### config.mk
export PLATFORM = sky130hd
export DESIGN_NAME = alu
export DESIGN_NICKNAME = d
export VERILOG_FILES = /design/src/rtl/alu_pkg.sv /design/src/rtl/alu_core.sv /design/src/rtl/alu.sv
export SDC_FILE = /design/constraint.sdc
export NUM_CORES = 1
export LEC_CHECK = 0
export ABC_AREA = 1
export CAP_MARGIN = 20
export CORE_MARGIN = 2
export CORE_UTILIZATION = 55
export CTS_CLUSTER_SIZE = 25
export DETAILED_ROUTE_END_ITERATION = 8
export PLACE_DENSITY = 0.77
export SYNTH_ARGS = -nofsm -noshare
export SYNTH_HDL_FRONTEND = slang
export SYNTH_HIERARCHICAL = 1
export SYNTH_SLANG_ARGS = --single-unit
export TNS_END_PERCENT = 30
### constraint.sdc
create_clock -name clk -period 1.1 [get_ports clk]
set_input_delay 0.11 -clock clk [delete_from_list [all_inputs] [get_ports clk]]
set_output_delay 0.11 -clock clk [all_outputs]
set_load 0.005 [all_outputs]
### src/rtl/alu_pkg.sv
// Shared opcodes, width and flag bundle for the RV32I ALU.
// Optional C/V flag logic is enabled with ALU_CV_FLAGS_EN.
package alu_pkg;

  localparam int ALU_W = 32;

  localparam logic [3:0] ALU_ADD  = 4'b0000;
  localparam logic [3:0] ALU_SUB  = 4'b0001;
  localparam logic [3:0] ALU_AND  = 4'b0010;
  localparam logic [3:0] ALU_OR   = 4'b0011;
  localparam logic [3:0] ALU_SLL  = 4'b0100;
  localparam logic [3:0] ALU_SLT  = 4'b0101;
  localparam logic [3:0] ALU_XOR  = 4'b0110;
  localparam logic [3:0] ALU_SRL  = 4'b0111;
  localparam logic [3:0] ALU_SLTU = 4'b1000;
  localparam logic [3:0] ALU_SRA  = 4'b1111;

  typedef struct packed {
    logic z;
    logic n;
    logic c;
    logic v;
  } alu_flags_t;

  // Signed less-than built from sign bits and an unsigned compare,
  // so it is exact over the full range without using the SUB path.
  function automatic logic slt32(
    input logic [ALU_W-1:0] a,
    input logic [ALU_W-1:0] b
  );
    if (a[ALU_W-1] != b[ALU_W-1])
      return a[ALU_W-1];
    return (a < b);
  endfunction

endpackage

### src/rtl/alu_core.sv
// Combinational result and flag generator for the RV32I ALU.
// C/V logic exists only when ALU_CV_FLAGS_EN is defined.
module alu_core
  import alu_pkg::*;
(
  input  logic [ALU_W-1:0] i_a,
  input  logic [ALU_W-1:0] i_b,
  input  logic [3:0]       i_op,
  output logic [ALU_W-1:0] o_result,
  output alu_flags_t       o_flags
);

  logic [4:0]       w_shamt;
  logic [ALU_W:0]   w_add;
  logic [ALU_W:0]   w_sub;
  logic             w_slt;
  logic             w_sltu;
  logic [ALU_W-1:0] w_res;

  assign w_shamt = i_b[4:0];
  assign w_add   = {1'b0, i_a} + {1'b0, i_b};
  // Carry out of A + ~B + 1 is the inverted borrow.
  assign w_sub   = {1'b0, i_a} + {1'b0, ~i_b} + 33'd1;
  assign w_slt   = slt32(i_a, i_b);
  assign w_sltu  = (i_a < i_b);

  always_comb begin
    w_res = '0;
    case (i_op)
      ALU_ADD:  w_res = w_add[ALU_W-1:0];
      ALU_SUB:  w_res = w_sub[ALU_W-1:0];
      ALU_AND:  w_res = i_a & i_b;
      ALU_OR:   w_res = i_a | i_b;
      ALU_XOR:  w_res = i_a ^ i_b;
      ALU_SLL:  w_res = i_a << w_shamt;
      ALU_SRL:  w_res = i_a >> w_shamt;
      ALU_SRA:  w_res = $unsigned($signed(i_a) >>> w_shamt);
      ALU_SLT:  w_res = {{(ALU_W-1){1'b0}}, w_slt};
      ALU_SLTU: w_res = {{(ALU_W-1){1'b0}}, w_sltu};
      default:  w_res = '0;
    endcase
  end

  assign o_result  = w_res;
  assign o_flags.z = (w_res == '0);
  assign o_flags.n = w_res[ALU_W-1];

`ifdef ALU_CV_FLAGS_EN
  logic w_c;
  logic w_v;
  logic w_sa;
  logic w_sb;

  assign w_sa = i_a[ALU_W-1];
  assign w_sb = i_b[ALU_W-1];

  always_comb begin
    w_c = 1'b0;
    w_v = 1'b0;
    case (i_op)
      ALU_ADD: begin
        w_c = w_add[ALU_W];
        w_v = (w_sa == w_sb) &&
              (w_add[ALU_W-1] != w_sa);
      end
      ALU_SUB: begin
        w_c = w_sub[ALU_W];
        w_v = (w_sa != w_sb) &&
              (w_sub[ALU_W-1] != w_sa);
      end
      default: begin
        w_c = 1'b0;
        w_v = 1'b0;
      end
    endcase
  end

  assign o_flags.c = w_c;
  assign o_flags.v = w_v;
`else
  assign o_flags.c = 1'b0;
  assign o_flags.v = 1'b0;
`endif

endmodule

### src/rtl/alu.sv
// RV32I ALU top: alu_core followed by an async-reset output register.
// C_flag/V_flag registers exist only when ALU_CV_FLAGS_EN is defined.
module alu
  import alu_pkg::*;
(
  input  logic             clk,
  input  logic             rst,
  input  logic [ALU_W-1:0] A,
  input  logic [ALU_W-1:0] B,
  input  logic [3:0]       ALUControl,
  output logic [ALU_W-1:0] Result,
  output logic             Z_flag,
  output logic             N_flag,
  output logic             C_flag,
  output logic             V_flag
);

  logic [ALU_W-1:0] w_result;
  alu_flags_t       w_flags;

  logic [ALU_W-1:0] r_result;
  logic             r_z;
  logic             r_n;

  alu_core u_core (
    .i_a      (A),
    .i_b      (B),
    .i_op     (ALUControl),
    .o_result (w_result),
    .o_flags  (w_flags)
  );

  always_ff @(posedge clk or posedge rst) begin
    if (rst) begin
      r_result <= '0;
      r_z      <= 1'b0;
      r_n      <= 1'b0;
    end else begin
      r_result <= w_result;
      r_z      <= w_flags.z;
      r_n      <= w_flags.n;
    end
  end

  assign Result = r_result;
  assign Z_flag = r_z;
  assign N_flag = r_n;

`ifdef ALU_CV_FLAGS_EN
  logic r_c;
  logic r_v;

  always_ff @(posedge clk or posedge rst) begin
    if (rst) begin
      r_c <= 1'b0;
      r_v <= 1'b0;
    end else begin
      r_c <= w_flags.c;
      r_v <= w_flags.v;
    end
  end

  assign C_flag = r_c;
  assign V_flag = r_v;
`else
  assign C_flag = 1'b0;
  assign V_flag = 1'b0;
`endif

endmodule

==> metrics.csv, run 1 <==
stage;metric;value;unit
status;first error;[ERROR GRT-0116] Global routing finished with congestion. Check the congestion regions in the DRC Viewer.;
synth;synthesis warning total;6;
placement;port bufs;103;
global_route;GRT Resource Usage Total;0.8711;
global_route;largest net degree at the start of global routing;60;
clocking;root buffer cell;clkbuf_16;
clocking;hold-fix buffers at CTS;0;
floorplan;Die Wd;146.6;um
status;Halt Stage;global routing;
floorplan;num ports;106;
clocking;cts bufs inserted;5;
placement;Post-DP HPWL;46540;um
status;outcome;did not finish;
synth;synthesized area per cell;5.150;um2
global_route;GR Overflow Total;532;
global_route;vias in the first global route;23290;
clocking;clock tree buffer depth;2;
placement;GPL Wtd Cong;1.138;
synth;Mapped Cells;2171;
clocking;clock sinks;34;
clocking;H-Tree Depth;2;
synth;Post-Syn Area;11180;um2
global_route;first-pass GRT wire length;148100;um
floorplan;floorplan row count;52;
floorplan;die height;146.6;um
floorplan;Initial Util;0.5561;
## through the flow
step | setup TNS (ns) | area, um2 | worst slack (ns) | std cells
floorplan | -21.74 | 11430 | -0.9852 | 2172
global placement | -52.09 | 15700 | -2.040 | 2897
detailed placement | -53.93 | 15700 | -2.077 | 2897
CTS | -21.72 | 18710 | -0.9155 | 2977
## routing by layer
| layer | track usage | overflow |
|---|---|---|
| met5 | 0.3136 | 1 |
| met4 | 0.9204 | 207 |
| met3 | 0.7203 | 6 |
| met2 | 1.040 | 311 |
| met1 | 0.8531 | 7 |
## what timing repair did
item | in CTS
gates cloned | 2
resized for setup | 1002
setup buffers | 82
setup endpoints to repair | 68
pin swaps | 234
==> run 2, diff against run 1 <==
--- a/config.mk
+++ b/config.mk
@@ -8,10 +8,9 @@
 export ABC_AREA = 1
 export CAP_MARGIN = 20
 export CORE_MARGIN = 2
-export CORE_UTILIZATION = 55
-export CTS_CLUSTER_SIZE = 25
+export CORE_UTILIZATION = 40
 export DETAILED_ROUTE_END_ITERATION = 8
-export PLACE_DENSITY = 0.77
+export PLACE_DENSITY_LB_ADDON = 0.15
 export SYNTH_ARGS = -nofsm -noshare
 export SYNTH_HDL_FRONTEND = slang
 export SYNTH_HIERARCHICAL = 1
==> run 2 against run 1 <==
  * The flow now finishes, with violations (setup timing)
  * Synthesized area did not move
  * Synthesized cell count did not move
==> metrics.csv, run 2 <==
stage;metric;value;unit;change
status;outcome;finished with violations;;
status;failing checks;setup timing;;
sta;final setup margin;-1.036;ns;
detailed_routing;DRT iter0 DRCs;2435;;
final_layout;commonest non-fill, non-tap cell in the layout;buf_4;;
critical_path;crit path cell chain;buf_2 -> inv_2 -> ha_4 -> nand2_2 -> nor2_4 -> inv_2 -> nor3_4 -> nand2_1 -> nand2_2 -> a21oi_1 -> o21ai_1 -> buf_4 -> nand4_1 -> nor2_2 -> nand2_1 -> nor2_1 -> nand2_1 -> nor2_2;;
clocking;root buffer cell;clkbuf_16;;
critical_path;CP arrival;2.36;ns;
sta;crit share post-route;1.942;;
synth;Mapped Cells;2171;;unchanged
power_and_ir_drop;Sw Pwr;6.476;mW;
sta;# setup viols final;34;;
critical_path;critical path peak fanout;7;;
detailed_routing;vias per inst;5.666;;
detailed_routing;drt total wl;67160;um;
final_layout;commonest cells after routing, fill and taps aside;buf_4 (554), nand2_1 (502), nand3_1 (344);;
power_and_ir_drop;combinational group share of total power;0.784;;
global_route;GRT Resource Usage Total;0.4385;;
clocking;Worst-path clk slew;0.06;ns;
final_layout;max reg flops;32;;
power_and_ir_drop;Power, Total;13.27;mW;
floorplan;num ports;106;;unchanged
power_and_ir_drop;switching share of power;0.4879;;
critical_path;Req. time, crit path;1.32;ns;
global_route;initial antenna violation count;1;;
final_layout;Area Overhead vs Synth;79.83;%;
final_layout;nets;2980;;
global_route;largest net degree at the start of global routing;54;;
run;number of max-cap violations;0;;
floorplan;Die Wd;171.2;um;+17%
critical_path;WS Path Type;in -> reg;;
placement;Placed Area;16410;um2;+4.5%
detailed_routing;final antenna-violating net count;0;;
placement;port bufs;103;;unchanged
power_and_ir_drop;Max rail drop VDD;0.5056;mV;
global_route;vias in the first global route;16640;;
final_layout;design area;20110;um2;
placement;Post-DP HPWL;52580;um;+13%
detailed_routing;DR pass1 iterations;8;;
sta;RSZ-0062 raised after global routing;yes;;
final_layout;ANT cells;0;;
detailed_routing;via count;18070;;
floorplan;core area;27630;um2;
sta;Max Freq;0.4682;GHz;
global_route;GR Overflow Total;0;;
detailed_routing;Routed WL per cell;21.06;um;
power_and_ir_drop;clock share of power;0.109;;
power_and_ir_drop;design internal power;6.797;mW;
clocking;hold-fix buffers at CTS;0;;unchanged
critical_path;Max stage delay on crit path;0.36;ns;
final_layout;share of layout cells above drive strength 1;0.4781;;
power_and_ir_drop;Leak;10.63;nW;
critical_path;Setup crit start kind;primary input;;
floorplan;die height;171.2;um;+17%
clocking;cts bufs inserted;5;;unchanged
critical_path;Critical Path End Type;flop;;
clocking;clock sinks;34;;unchanged
global_route;first-pass GRT wire length;96550;um;
sta;max-slew violation count;0;;
sta;Tmin final;2.136;ns;
critical_path;Slowest-stage cell, CP;ha_4;;
hold_path;min-delay worst type;in -> async;;
floorplan;Initial Util;0.4047;;-0.1515
synth;synthesis warning total;6;;unchanged
critical_path;sum of buffers and inverters on the critical path;4;;
clocking;H-Tree Depth;2;;unchanged
synth;Post-Syn Area;11180;um2;unchanged
floorplan;floorplan row count;61;;+17%
placement;GPL Wtd Cong;1.096;;-3.7%
critical_path;CP most frequent cell;nand2_1;;
sta;endpoints failing hold;0;;
critical_path;Largest delay share family, worst path;simple AND/OR/NAND/NOR gates;;
clocking;clock tree buffer depth;2;;unchanged
clocking;CTS tree;done;;
power_and_ir_drop;Seq pwr share;0.108;;
power_and_ir_drop;power per cell area;660.1;nW/um2;
final_layout;final core utilization;0.7277;;
floorplan;die area;29300;um2;
synth;synthesized area per cell;5.150;um2;unchanged
detailed_routing;DRC violations left;0;;
-- run 2: power groups by stage --
| stage | clock (mW) | sequential [mW] | combinational, mW |
|---|---|---|---|
| 2_1_floorplan | 0 | 1.48 | 3.66 |
| 3_3_place_gp | 0 | 1.45 | 7.80 |
| 3_5_place_dp | 0 | 1.46 | 7.85 |
| 4_1_cts | 1.44 | 1.43 | 9.46 |
| 5_1_grt | 1.52 | 1.44 | 10.9 |
| 6_report | 1.44 | 1.43 | 10.4 |
-- run 2: final cells by class --
class                      count  area, um2
multi-input combinational   1724      11230
fill                        2424       7522
timing repair buffer         729       6125
inverter                     316       1282
sequential                    34      850.8
tap                          378      473.0
clock buffer                   7      142.6
clock inverter                 1      5.005
-- run 2: worst paths after layout --
kind	startpoint	endpoint	slack [ns]	depth (start not counted)
min in group clk	B[2]	Result[2]	0.59	7
max in group asynchronous	rst	Result[19]	0.73	3
hold / removal	rst	Z_flag	0.18	3
setup / recovery	B[10]	Z_flag	-1.04	18
-- run 2: stage by stage --
step	hold slack [ns]	setup WS, ns	instances	TNS (ns)
global placement	0.4822	-2.291	3080	-55.91
CTS	0.1854	-0.9206	3171	-22.71
floorplan	0.2516	-0.9852	2172	-21.74
global route	0.2051	-1.178	3189	-27.17
detailed placement	0.4768	-2.238	3080	-55.93
finish	0.1793	-1.036	3189	-24.96
-- run 2: metal layers --
metal  vias to the layer above  global-route usage  wire [um]
met5                         -                   0         11
met4                         2              0.2778       5408
met3                       279             0.06535       6900
met2                      1240              0.6820      28380
met1                      8279              0.5675      26460
li1                       8269                   -          -
-- run 2: repair_timing --
action / 4_1_cts / 5_1_grt
buffers inserted: 84 / 23
gates cloned: 2 / 2
gates resized for setup: 941 / 198
pin swaps: 237 / 117
setup endpoints to repair: 68 / 36
Power figures use the tool's default switching activity.
==> run 3, diff against run 2 <==
--- a/config.mk
+++ b/config.mk
@@ -11,6 +11,7 @@
 export CORE_UTILIZATION = 40
 export DETAILED_ROUTE_END_ITERATION = 8
 export PLACE_DENSITY_LB_ADDON = 0.15
+export SLEW_MARGIN = 20
 export SYNTH_ARGS = -nofsm -noshare
 export SYNTH_HDL_FRONTEND = slang
 export SYNTH_HIERARCHICAL = 1
==> results of run 3 <==
Same layout as run 2: the final DEF is identical, and so are final timing and power.
